File: src/rtl/lfsr_pkg.sv
// Shared constants and parameter checks for the parametrised LFSR generator.
package lfsr_pkg;

    localparam int unsigned MODE_FIB  = 0;
    localparam int unsigned MODE_GAL  = 1;
    localparam int unsigned WIDTH_MIN = 3;
    localparam int unsigned WIDTH_MAX = 32;

    function automatic bit width_ok(input int unsigned w);
        return (w >= WIDTH_MIN) && (w <= WIDTH_MAX);
    endfunction

endpackage

File: src/rtl/lfsr_next.sv
// Combinational LFSR next-state and serial-output logic for Fibonacci or Galois form.
module lfsr_next
    import lfsr_pkg::*;
#(
    parameter int unsigned     WIDTH = 16,
    parameter logic [WIDTH-1:0] TAPS = WIDTH'(16'hB400),
    parameter int unsigned     MODE  = MODE_FIB
) (
    input  logic [WIDTH-1:0] state_i,
    output logic [WIDTH-1:0] next_o,
    output logic             serial_o
);

    if (MODE == MODE_GAL) begin : g_galois
        assign next_o   = (state_i >> 1) ^ (state_i[0] ? TAPS : '0);
        assign serial_o = state_i[0];
    end else begin : g_fibonacci
        logic fb;
        assign fb       = ^(state_i & TAPS);
        assign next_o   = {state_i[WIDTH-2:0], fb};
        assign serial_o = state_i[WIDTH-1];
    end

endmodule

File: src/rtl/lfsr_gen.sv
// Parametrised LFSR pattern generator with seed load, zero-state recovery,
// sequence-wrap detection and period measurement.
module lfsr_gen
    import lfsr_pkg::*;
#(
    parameter int unsigned      WIDTH = 16,
    parameter logic [WIDTH-1:0] TAPS  = WIDTH'(16'hB400),
    parameter logic [WIDTH-1:0] SEED  = WIDTH'(1),
    parameter int unsigned      MODE  = MODE_FIB
) (
    input  logic             clk,
    input  logic             clr,
    input  logic             en,
    input  logic             load,
    input  logic [WIDTH-1:0] seed_in,
    output logic [WIDTH-1:0] q,
    output logic             bit_out,
    output logic             wrap,
    output logic [WIDTH-1:0] period,
    output logic             lockup
);

    if (!width_ok(WIDTH)) begin : g_width_err
        $error("lfsr_gen: WIDTH must be in 3..32");
    end

    localparam logic [WIDTH-1:0] One = WIDTH'(1);

    logic [WIDTH-1:0] q_q, q_d;
    logic [WIDTH-1:0] start_q, start_d;
    logic [WIDTH-1:0] count_q, count_d;
    logic [WIDTH-1:0] period_q, period_d;
    logic             wrap_q, wrap_d;
    logic             lockup_q, lockup_d;
    logic [WIDTH-1:0] q_next;
    logic             serial;

    lfsr_next #(
        .WIDTH (WIDTH),
        .TAPS  (TAPS),
        .MODE  (MODE)
    ) u_next (
        .state_i  (q_q),
        .next_o   (q_next),
        .serial_o (serial)
    );

    always_comb begin
        q_d      = q_q;
        start_d  = start_q;
        count_d  = count_q;
        period_d = period_q;
        wrap_d   = 1'b0;
        lockup_d = 1'b0;
        if (load) begin
            // A zero seed would lock the register up; substitute the safe seed.
            if (seed_in == '0) begin
                q_d      = SEED;
                start_d  = SEED;
                lockup_d = 1'b1;
            end else begin
                q_d     = seed_in;
                start_d = seed_in;
            end
            count_d = '0;
        end else if (en) begin
            if (q_q == '0) begin
                q_d      = SEED;
                count_d  = '0;
                lockup_d = 1'b1;
            end else begin
                q_d = q_next;
                if (q_next == start_q) begin
                    wrap_d   = 1'b1;
                    period_d = count_q + One;
                    count_d  = '0;
                end else begin
                    count_d = count_q + One;
                end
            end
        end
    end

    always_ff @(posedge clk) begin
        if (clr) begin
            q_q      <= SEED;
            start_q  <= SEED;
            count_q  <= '0;
            period_q <= '0;
            wrap_q   <= 1'b0;
            lockup_q <= 1'b0;
        end else begin
            q_q      <= q_d;
            start_q  <= start_d;
            count_q  <= count_d;
            period_q <= period_d;
            wrap_q   <= wrap_d;
            lockup_q <= lockup_d;
        end
    end

    assign q       = q_q;
    assign bit_out = serial;
    assign wrap    = wrap_q;
    assign period  = period_q;
    assign lockup  = lockup_q;

endmodule

File: config.mk
export PLATFORM = sky130hd
export DESIGN_NAME = lfsr_gen
export DESIGN_NICKNAME = d
export VERILOG_FILES = /design/src/rtl/lfsr_pkg.sv /design/src/rtl/lfsr_next.sv /design/src/rtl/lfsr_gen.sv
export SDC_FILE = /design/constraint.sdc
export NUM_CORES = 1
export LEC_CHECK = 0
export CAP_MARGIN = 20
export CORE_MARGIN = 1.5
export CORE_UTILIZATION = 38
export CTS_BUF_LIST = sky130_fd_sc_hd__clkbuf_4
export CTS_CLUSTER_SIZE = 16
export DETAILED_ROUTE_END_ITERATION = 7
export HOLD_SLACK_MARGIN = 0.15
export PLACE_DENSITY_LB_ADDON = 0.08
export REMOVE_ABC_BUFFERS = 1
export SLEW_MARGIN = 20
export SYNTH_ARGS = -nofsm -noshare
export SYNTH_HDL_FRONTEND = slang
export SYNTH_SLANG_ARGS = --single-unit
File: constraint.sdc
create_clock -name clk -period 2.6 [get_ports clk]
set_input_delay 0.26 -clock clk [delete_from_list [all_inputs] [get_ports clk]]
set_output_delay 0.26 -clock clk [all_outputs]
set_load 0.05 [all_outputs]
==> results of run 1 <==
[synthesized netlist by cell type (9+ instances only)]
| cell type | count | area (um2) |
|---|---|---|
| dfxtp_1 | 66 | 1321 |
| nor2_1 | 31 | 116.4 |
| xor2_1 | 29 | 254.0 |
| nor4_1 | 22 | 137.6 |
| nor3_1 | 20 | 100.1 |
| clkbuf_1 | 19 | 71.32 |
| nand2b_1 | 17 | 106.4 |
| a221oi_1 | 16 | 140.1 |
| a22o_1 | 15 | 131.4 |
| nand2_1 | 11 | 41.29 |
| xnor2_1 | 11 | 96.34 |
| nand3_1 | 10 | 50.05 |
| o21bai_1 | 10 | 75.07 |
| nand4_1 | 9 | 56.30 |
| o21ai_0 | 9 | 45.04 |
[cell type report]
type	instances	area, um2
fillers	767	3940
clock inverters	5	46.29
repair buffers	68	645.6
multi-input cells	241	1669
flip-flops and latches	66	1321
inverters	6	22.52
well taps	102	127.6
clock buffers	10	75.07
[power by group through the flow]
stage	clock, mW	combinational [mW]	sequential [mW]
3_3_place_gp	0	0.367	1.11
4_1_cts	0.667	0.366	1.09
5_1_grt	0.714	0.392	1.10
6_report	0.646	0.367	1.09
3_5_place_dp	0	0.364	1.11
2_1_floorplan	0	0.144	1.18
[worst max-delay path, stage by stage (launching register included)]
cell	delay, ns
dfxtp_1	0.44
inv_1	0.09
ha_1	0.29
xnor3_2	0.29
xor2_2	0.18
nand3_4	0.10
buf_4	0.21
o2111ai_1	0.44
o21ai_0	0.18
[routing by layer]
metal	part of all wire [%]	global-route usage [%]	vias to the layer above
li1	-	-	1346
met1	51	30.02	1276
met2	42	26.33	89
met3	6.2	5.663	12
met4	1.3	5.597	0
met5	0	0	-
[final timing paths]
kind / to / slack [ns] / depth (start not counted)
worst max-delay path: count_q[10]$_SDFFE_PP0P_ / 0.26 / 8
worst min-delay path: period[7]$_SDFFE_PP0P_ / 0.47 / 2
worst max register to register: count_q[10]$_SDFFE_PP0P_ / 0.26 / 8
worst min register to register: period[7]$_SDFFE_PP0P_ / 0.47 / 2
[placed cells by master, fill, tap and decap left out, drive strengths merged, types with 2 or more instances in the layout]
| cell type | n |
|---|---|
| dfxtp | 66 |
| nor2 | 31 |
| a22o | 15 |
| nand4 | 9 |
| nand2 | 11 |
| xnor2 | 11 |
| a211oi | 2 |
| o21bai | 10 |
| buf | 14 |
| nor2b | 2 |
| or4 | 4 |
| and3 | 2 |
| clkinv | 4 |
| nor3 | 20 |
| inv | 6 |
| and4 | 2 |
| ha | 2 |
| o21ai | 9 |
| clkbuf | 10 |
| nor4 | 24 |
| a221oi | 16 |
| nor4b | 2 |
| clkdlybuf4s50 | 54 |
| nand2b | 17 |
| xor2 | 30 |
| nand3 | 11 |
[cells by family (layout without fill, tap and decap cells)]
| family | Yosys count | after routing |
|---|---|---|
| simple gates | 137 | 137 |
| buf+inv | 31 | 89 |
| xor+xnor | 42 | 42 |
| compound gates | 58 | 58 |
| flops | 66 | 66 |
| mux | 2 | 2 |
| fa+ha+maj | 2 | 2 |
[sequential cells by signal (all words and copies together) (netlist names)]
| signal | cells |
|---|---|
| wrap | 1 |
| lockup | 1 |
| count_q | 16 |
| period | 16 |
| start_q | 16 |
| q | 16 |
[stage by stage]
step	cell area (um2)	setup TNS [ns]	setup slack [ns]	hold slack, ns	total power [mW]
2_1_floorplan	3013	-7.049	-0.3967	0.3328	1.321
3_3_place_gp	3786	0	0.3257	0.4576	1.479
3_5_place_dp	3786	0	0.2981	0.4585	1.477
4_1_cts	3908	0	0.2637	0.4751	2.123
5_1_grt	3908	0	0.1263	0.4912	2.202
6_report	3908	0	0.2622	0.4689	2.104
==> metrics, run 1 <==
status=finished clean; ys async rst share=0%; Tot GR Track Use=19.67%; Root Buffer=clkbuf_4; # placed instances=483; Top FF cell, synth=dfxtp_1; Clock power frac=30.7%; final hold violations=0; GPL Wtd Cong=0.8639; initial antenna violation count=0; Max Clk Rate=0.4278 GHz; peak supply drop=215.3 uV; P_int=roughly 1.5 mW; global-route wire length before repair=13.23 mm; # Post-CTS Setup Buffers=0; Post-synth EDFFs=0; #FFs+latches synth=66; post_cts resized=0; WL final=between 8 and 9 mm; Clock Skew=0.01233 ns; number of buffers inserted by hold repair at cts=0; Lkg Pwr=1.381 nW; largest net degree at the start of global routing=21; CTS Buffer Depth=2; DR WL/cell=roughly 17 um; actual slew at the worst max-slew pin=about 0.67 ns; critical-path maximum fanout=17; DIE WIDTH=93.66 um; post-synthesis adder-cell area fraction=0.8013%; die height=around 94 um; fin util=49.79%; layout cell share with drive strength beyond 1=8.838%; normalized max-slew margin=54.70%; Non-Filler Instances=498; RSZ-0062 raised after global routing=no; Switching Fraction=between 20% and 30%; vias per std cell=5.468; initial core utilization=between 30% and 40%; synthesized instance count=338; Synth Area in Compound Gates=roughly 15%; H-tree depth=3; Yosys Warn Count=0; Synth Area in Simple Gates=24.60%; start point of the critical path=q[13]$_SDFFE_PP0P_; largest family of logic cells by synthesized area=simple AND/OR/NAND/NOR gates; CTS sink cnt=66; Combinational Power Share=17.5%; CTS tree=yes; Avg Cell Area, Syn=between 9 and 10 um2; critical path class=flop to flop; CTS buffer count=9; DRT Pass-1 Iters=5; final setup violation count=0; final worst path period need=2.338 ns; Final Max Slew Viols=0; maxcap violations=0; antenna cells=0; Syn Std Cell Area=about 3100 um2; nets=approximately 410; Post-Synth XOR/XNOR Area=12.50%; I/O Pins=55; Final HPWL DP=roughly 6 mm; critical path arrival=approximately 2.6 ns; Distinct cells, synth=41; period utilisation layout=89.92%; DR iter-0 viols=around 200; pwr dens=538.4 nW/um2; Clock Latency Late Sink=0.41 ns; CP required=2.89 ns; core region area=7848 um2; grt ovf=0; Final ANT Viol Nets=0; clk slew on worst S/H paths=0.11 ns; synthesis-to-finish area growth=25.12%; via count=between 2000 and 3000; post-synthesis mux area share=0.8013%; DRC viols=0; sequential area share after synthesis=42.31%; hold_sp=period[7]$_SDFFE_PP0P_; Setup crit end kind=flop; Hold WC Path Type=flop to flop; Psw=620.3 uW; input/output buffers=54; Rows=32; Crit Reg-Reg Startpoint=q[13]$_SDFFE_PP0P_; die area=between 8000 and 9000 um2; startpoint types=flop; number of global-route vias before repair=2494; sequential power share=between 50 and 60%
(Power assumes the default switching activity.)
==> run 2, diff against run 1 <==
==> constraint.sdc (replaced) <==
create_clock -name clk -period 2.6 [get_ports clk]
set_input_delay 0.52 -clock clk [delete_from_list [all_inputs] [get_ports clk]]
set_output_delay 0.52 -clock clk [all_outputs]
set_load 0.05 [all_outputs]
==> metrics, run 2 (synthesized netlist as in run 1, its figures left out) <==
maxcap violations=0 (unchanged); initial antenna violation count=0 (unchanged); critical path arrival=1.79 ns (-0.84 ns); Final Max Slew Viols=0 (unchanged); Final HPWL DP=5.939 mm (-0.93%); total power=2.235 mW (+6.2%); FF/Latch Area=1321 um2 (unchanged); finished layout cell area=3983 um2 (+1.9%); CTS tree=yes; DRT Pass-1 Iters=4 (-1); # placed instances=485 (+0.41%); final hold violations=0 (unchanged); CP required=2.08 ns (-0.81 ns); commonest non-fill, non-tap cell in the layout=dfxtp_1; number of global-route vias before repair=2499 (+0.20%); antenna cells=0 (unchanged); vias per std cell=5.435 (-0.60%); Non-Filler Instances=501 (+0.60%); final worst path period need=2.310 ns (-0.02816 ns); Worst R2R Path Depth=8 (unchanged); Tot GR Track Use=20.01% (+0.34 points); number of buffers inserted by hold repair at cts=0 (unchanged); CTS Buffer Depth=2 (unchanged); status=finished clean; RSZ-0062 raised after global routing=no; pwr dens=561.2 nW/um2 (+4.2%); actual slew at the worst max-slew pin=0.6421 ns (-0.03220 ns); grt ovf=0 (unchanged); period utilisation layout=88.83% (-1.1 points); setup TNS=0 ns (unchanged); # Post-CTS Setup Buffers=0 (unchanged); Clock Skew=0.008561 ns (-0.003772 ns); peak supply drop=364.3 uV (+69%); delay-heaviest family, CP=buffers and inverters; Rows=32 (unchanged); Clock Latency Late Sink=0.41 ns (about the same); normalized max-slew margin=56.80% (+2.1 points); crit path cell chain=clkdlybuf4s50_1; H-tree depth=3 (unchanged); worst hold path stage count=2 (unchanged); clk slew on worst S/H paths=0.11 ns (about the same); input/output buffers=54 (unchanged); DRC viols=0 (unchanged); Multi-input gate area=1669 um2 (unchanged); die height=93.66 um (unchanged); most frequent cells in the layout=dfxtp_1, clkdlybuf4s50_1, nor2_1; DIE WIDTH=93.66 um (unchanged); DR WL/cell=16.69 um (+0.84%); via count=2723 (unchanged); largest net degree at the start of global routing=55 (+160%); CP bufs+invs=1 (-1); core region area=7848 um2 (unchanged); slowest CP cell=clkdlybuf4s50_1; final setup violation count=0 (unchanged); cell count along the critical path=1 (-7); Setup crit end kind=output pin; CTS sink cnt=66 (unchanged); post_cts resized=0 (unchanged); critical path's largest stage delay=0.87 ns (+0.43 ns); die area=8771 um2 (unchanged); Lkg Pwr=1.415 nW (+2.4%); fin util=50.75% (+0.96 points); Max Clk Rate=0.4330 GHz (+1.2%); GPL Wtd Cong=0.8005 (-7.3%); critical-path maximum fanout=6 (-11); DR iter-0 viols=176 (-11%); Final ANT Viol Nets=0 (unchanged); # fillers=773 (+0.78%); I/O Pins=55 (unchanged); layout cell share with drive strength beyond 1=10.03% (+1.2 points); startpoint types=flop; nets=416 (+0.48%); initial core utilization=39.80% (unchanged); Root Buffer=clkbuf_4; global-route wire length before repair=13.40 mm (+1.2%); critical path class=flop to output pin; synthesis-to-finish area growth=27.52%; Hold WC Path Type=flop to flop; placed inst area=3826 um2 (+1.1%); CTS buffer count=9 (unchanged); WL final=8.363 mm (+1.4%)
-- run 2: changes by cell type in the layout (fill, tap and decap cells not counted) --
| cell | delta |
|---|---|
| bufinv_16 | +1 |
| buf_12 | +2 |
| clkinv_1 | -2 |
| clkinvlp_4 | +1 |
| clkinv_2 | +1 |
-- run 2: final cells by class --
class / instances / area share, %
Clock buffer: 10 / 1.885
Clock inverter: 6 / 2.042
Inverter: 6 / 0.5655
Multi-Input combinational cell: 241 / 41.91
Sequential cell: 66 / 33.18
Tap cell: 102 / 3.205
Timing Repair Buffer: 70 / 17.22
-- run 2: through the flow --
step / hold WS [ns] / setup slack [ns]
after floorplan: 0.4621 / -0.3967
final: 0.4738 / 0.2903
after global routing: 0.4954 / 0.2142
after global placement: 0.4564 / 0.1244
after CTS: 0.4752 / 0.2702
after detailed placement: 0.4576 / 0.1276
-- run 2: worst paths after layout --
path	endpoint	slack (ns)	start
worst max-delay path	q[10]	0.29	q[10]$_SDFFE_PP0P_
worst min-delay path	period[1]$_SDFFE_PP0P_	0.47	period[1]$_SDFFE_PP0P_
worst max register to register	period[10]$_SDFFE_PP0P_	0.34	q[13]$_SDFFE_PP0P_
worst min register to register	period[1]$_SDFFE_PP0P_	0.47	period[1]$_SDFFE_PP0P_
-- run 2: metal layers --
layer  global-route usage [%]  vias to the layer above  routed length (um)
li1                         -                     1349                   -
met1                    30.93                     1289                4345
met2                    26.75                       79                3396
met3                    5.663                        6                 548
met4                    4.975                        0                  74
met5                        0                        -                   0
-- run 2: where the power goes --
| group | internal [mW] | switching, mW |
|---|---|---|
| registers | 1.05 | 0.0395 |
| clock network | 0.395 | 0.375 |
| logic | 0.156 | 0.223 |
==> run 3, diff against run 2 <==
--- a/config.mk
+++ b/config.mk
@@ -5,6 +5,7 @@
 export SDC_FILE = /design/constraint.sdc
 export NUM_CORES = 1
 export LEC_CHECK = 0
+export ABC_AREA = 1
 export CAP_MARGIN = 20
 export CORE_MARGIN = 1.5
 export CORE_UTILIZATION = 38
@@ -14,6 +15,7 @@
 export HOLD_SLACK_MARGIN = 0.15
 export PLACE_DENSITY_LB_ADDON = 0.08
 export REMOVE_ABC_BUFFERS = 1
+export SKIP_CTS_REPAIR_TIMING = 1
 export SLEW_MARGIN = 20
 export SYNTH_ARGS = -nofsm -noshare
 export SYNTH_HDL_FRONTEND = slang
==> metrics, run 3 <==
P_int=1.406 mW (-12%); clk slew on worst S/H paths=0.12 ns (about the same); count leader, synth=nand2_1; Top FF cell, synth=dfxtp_1; grt ovf=0 (unchanged); Max Clk Rate=0.4357 GHz (+0.64%); initial core utilization=39.38% (-0.41 points); Lkg Pwr=1.774 nW (+25%); finished layout cell area=4222 um2 (+6.0%); Final Max Slew Viols=0 (unchanged); input/output buffers=54 (unchanged); global-route wire length before repair=15.43 mm (+15%); initial antenna violation count=0 (unchanged); pwr dens=490.6 nW/um2 (-13%); synthesis-to-finish area growth=22.91%; placed inst area=4119 um2 (+7.7%); Clock power frac=26.8% (-7.6 points); CP required=2.08 ns (about the same); DR WL/cell=13.03 um (-22%); startpoint types=flop; maxcap violations=0 (unchanged); CTS sink cnt=66 (unchanged); fin util=48.41% (-2.3 points); period utilisation layout=88.27% (-0.57 points); Combinational Power Share=20.6% (+3.6 points); GPL Wtd Cong=0.8947 (+12%); DRT Pass-1 Iters=5 (+1); die height=98.07 um (+4.7%); actual slew at the worst max-slew pin=0.5050 ns (-0.1371 ns); Final ANT Viol Nets=0 (unchanged); Worst R2R Path Depth=13 (+5); final hold violations=0 (unchanged); I/O Pins=55 (unchanged); sequential power share=52.6% (+4.0 points); slowest CP cell=clkdlybuf4s50_1; CTS Buffer Depth=2 (unchanged); sequential area share after synthesis=38.47% (-3.8 points); core region area=8721 um2 (+11%); delay-heaviest family, CP=buffers and inverters; critical path class=flop to output pin; top post-synthesis cells by area=dfxtp_1, nand2_1, nor2_1; Avg Cell Area, Syn=6.420 um2 (-31%); Hold WC Path Type=flop to flop; worst hold path stage count=2 (unchanged); CTS buffer count=9 (unchanged); critical-path maximum fanout=7 (+1); CP bufs+invs=1 (unchanged); # fillers=963 (+25%); H-tree depth=3 (unchanged); DRC viols=0 (unchanged); Psw=665.4 uW (+4.3%); ys async rst share=0% (unchanged); peak supply drop=229.2 uV (-37%); crit path cell chain=clkdlybuf4s50_1; synthesized instance count=535 (+58%); Tot GR Track Use=19.72% (-0.29 points); layout cell share with drive strength beyond 1=5.219% (-4.8 points); largest net degree at the start of global routing=23 (-58%); antenna cells=0 (unchanged); Yosys Warn Count=0 (unchanged); critical path arrival=1.77 ns (-0.02 ns); normalized max-slew margin=66.23% (+9.4 points); Syn Std Cell Area=3435 um2 (+10%); die area=9618 um2 (+9.7%); top post-synthesis cells by count=nand2_1, nor2_1, dfxtp_1; final worst path period need=2.295 ns (-0.01471 ns); vias per std cell=4.977 (-8.4%); final setup violation count=0 (unchanged); DR iter-0 viols=160 (-9.1%); DIE WIDTH=98.07 um (+4.7%); Clock Latency Late Sink=0.41 ns (about the same); Final HPWL DP=6.791 mm (+14%); cell count along the critical path=1 (unchanged); Distinct cells, synth=30 (-27%); Switching Fraction=32.13% (+3.6 points); status=finished clean; share of the synthesized area in the top cell type=38.47% (-3.8 points); commonest non-fill, non-tap cell in the layout=nand2_1; Root Buffer=clkbuf_4; via count=3494 (+28%); most frequent cells in the layout=nand2_1, nor2_1, dfxtp_1; Rows=34 (+6.3%); #FFs+latches synth=66 (unchanged); Setup crit end kind=output pin; CTS tree=yes; Clock Skew=0.01964 ns (+0.01108 ns); nets=612 (+47%); Post-synth EDFFs=0 (unchanged); number of global-route vias before repair=3234 (+29%); largest area contributor in the synthesized netlist=dfxtp_1; critical path's largest stage delay=0.86 ns (about the same); WL final=9.148 mm (+9.4%); RSZ-0062 raised after global routing=no; setup TNS=0 ns (unchanged)
==> run 3: changes by cell type after synthesis, sizes merged, moves of 15 or more <==
cell    before  now
nand2       11  163
inv          6   64
nor2        31   82
nor4        24    0
xor2        30    8
a21oi        1   21
nand3       11   30
nand2b      17    0
nor3        20    3
a221oi      16    1
a22o        15    0
==> run 3: metrics by stage <==
| step | cells | total power, mW | setup slack, ns | hold slack, ns |
|---|---|---|---|---|
| floorplan | 514 | 1.370 | 0.2701 | 0.4464 |
| global placement | 687 | 1.534 | 0.3933 | 0.4613 |
| detailed placement | 687 | 1.539 | 0.3852 | 0.4674 |
| CTS | 702 | 2.101 | 0.2801 | 0.4825 |
| global route | 702 | 2.184 | 0.09487 | 0.5121 |
| finish | 702 | 2.071 | 0.3051 | 0.4820 |
==> run 3: power by group through the flow <==
stage	Combinational (mW)	Sequential [mW]	Clock [mW]
6_report	0.426	1.09	0.556
4_1_cts	0.429	1.09	0.584
2_1_floorplan	0.195	1.17	0
3_3_place_gp	0.423	1.11	0
5_1_grt	0.470	1.10	0.619
3_5_place_dp	0.427	1.11	0
==> run 3: logic make-up (layout without fill, tap and decap cells) <==
kind of cell	count (synthesis)	after routing	synth area share, %
AOI/OAI and AO/OA	68	68	11.11
buffers and inverters	87	146	10.09
DFF	66	66	38.47
and+or+nand+nor	300	300	36.54
adders and majority gates	2	2	0.7285
xor gates and xnor gates	12	12	3.060
==> run 3: cell type report <==
cell class                      count  area (um2)  share of cell area (%)
Tap cell                          108       135.1                   3.201
Sequential cell                    66        1321                   31.30
Inverter                           66       247.7                   5.868
Clock buffer                       11       82.58                   1.956
Timing Repair Buffer               65       648.1                   15.35
Multi-Input combinational cell    382        1767                   41.85
Clock inverter                      4       20.02                  0.4742
==> run 3: layer usage <==
metal | global-route usage, % | wire length, um
met3 | 3.364 | 487
met1 | 29.29 | 4803
met2 | 28.97 | 3778
met4 | 6.264 | 79
met5 | 0 | 0
==> run 3: final timing paths <==
check,startpoint,to,slack (ns)
setup / recovery,q[6]$_SDFFE_PP0P_,q[6],0.31
hold reg to reg,count_q[15]$_SDFFE_PP0P_,count_q[15]$_SDFFE_PP0P_,0.48
hold / removal,count_q[15]$_SDFFE_PP0P_,count_q[15]$_SDFFE_PP0P_,0.48
setup reg to reg,q[12]$_SDFFE_PP0P_,period[0]$_SDFFE_PP0P_,0.39
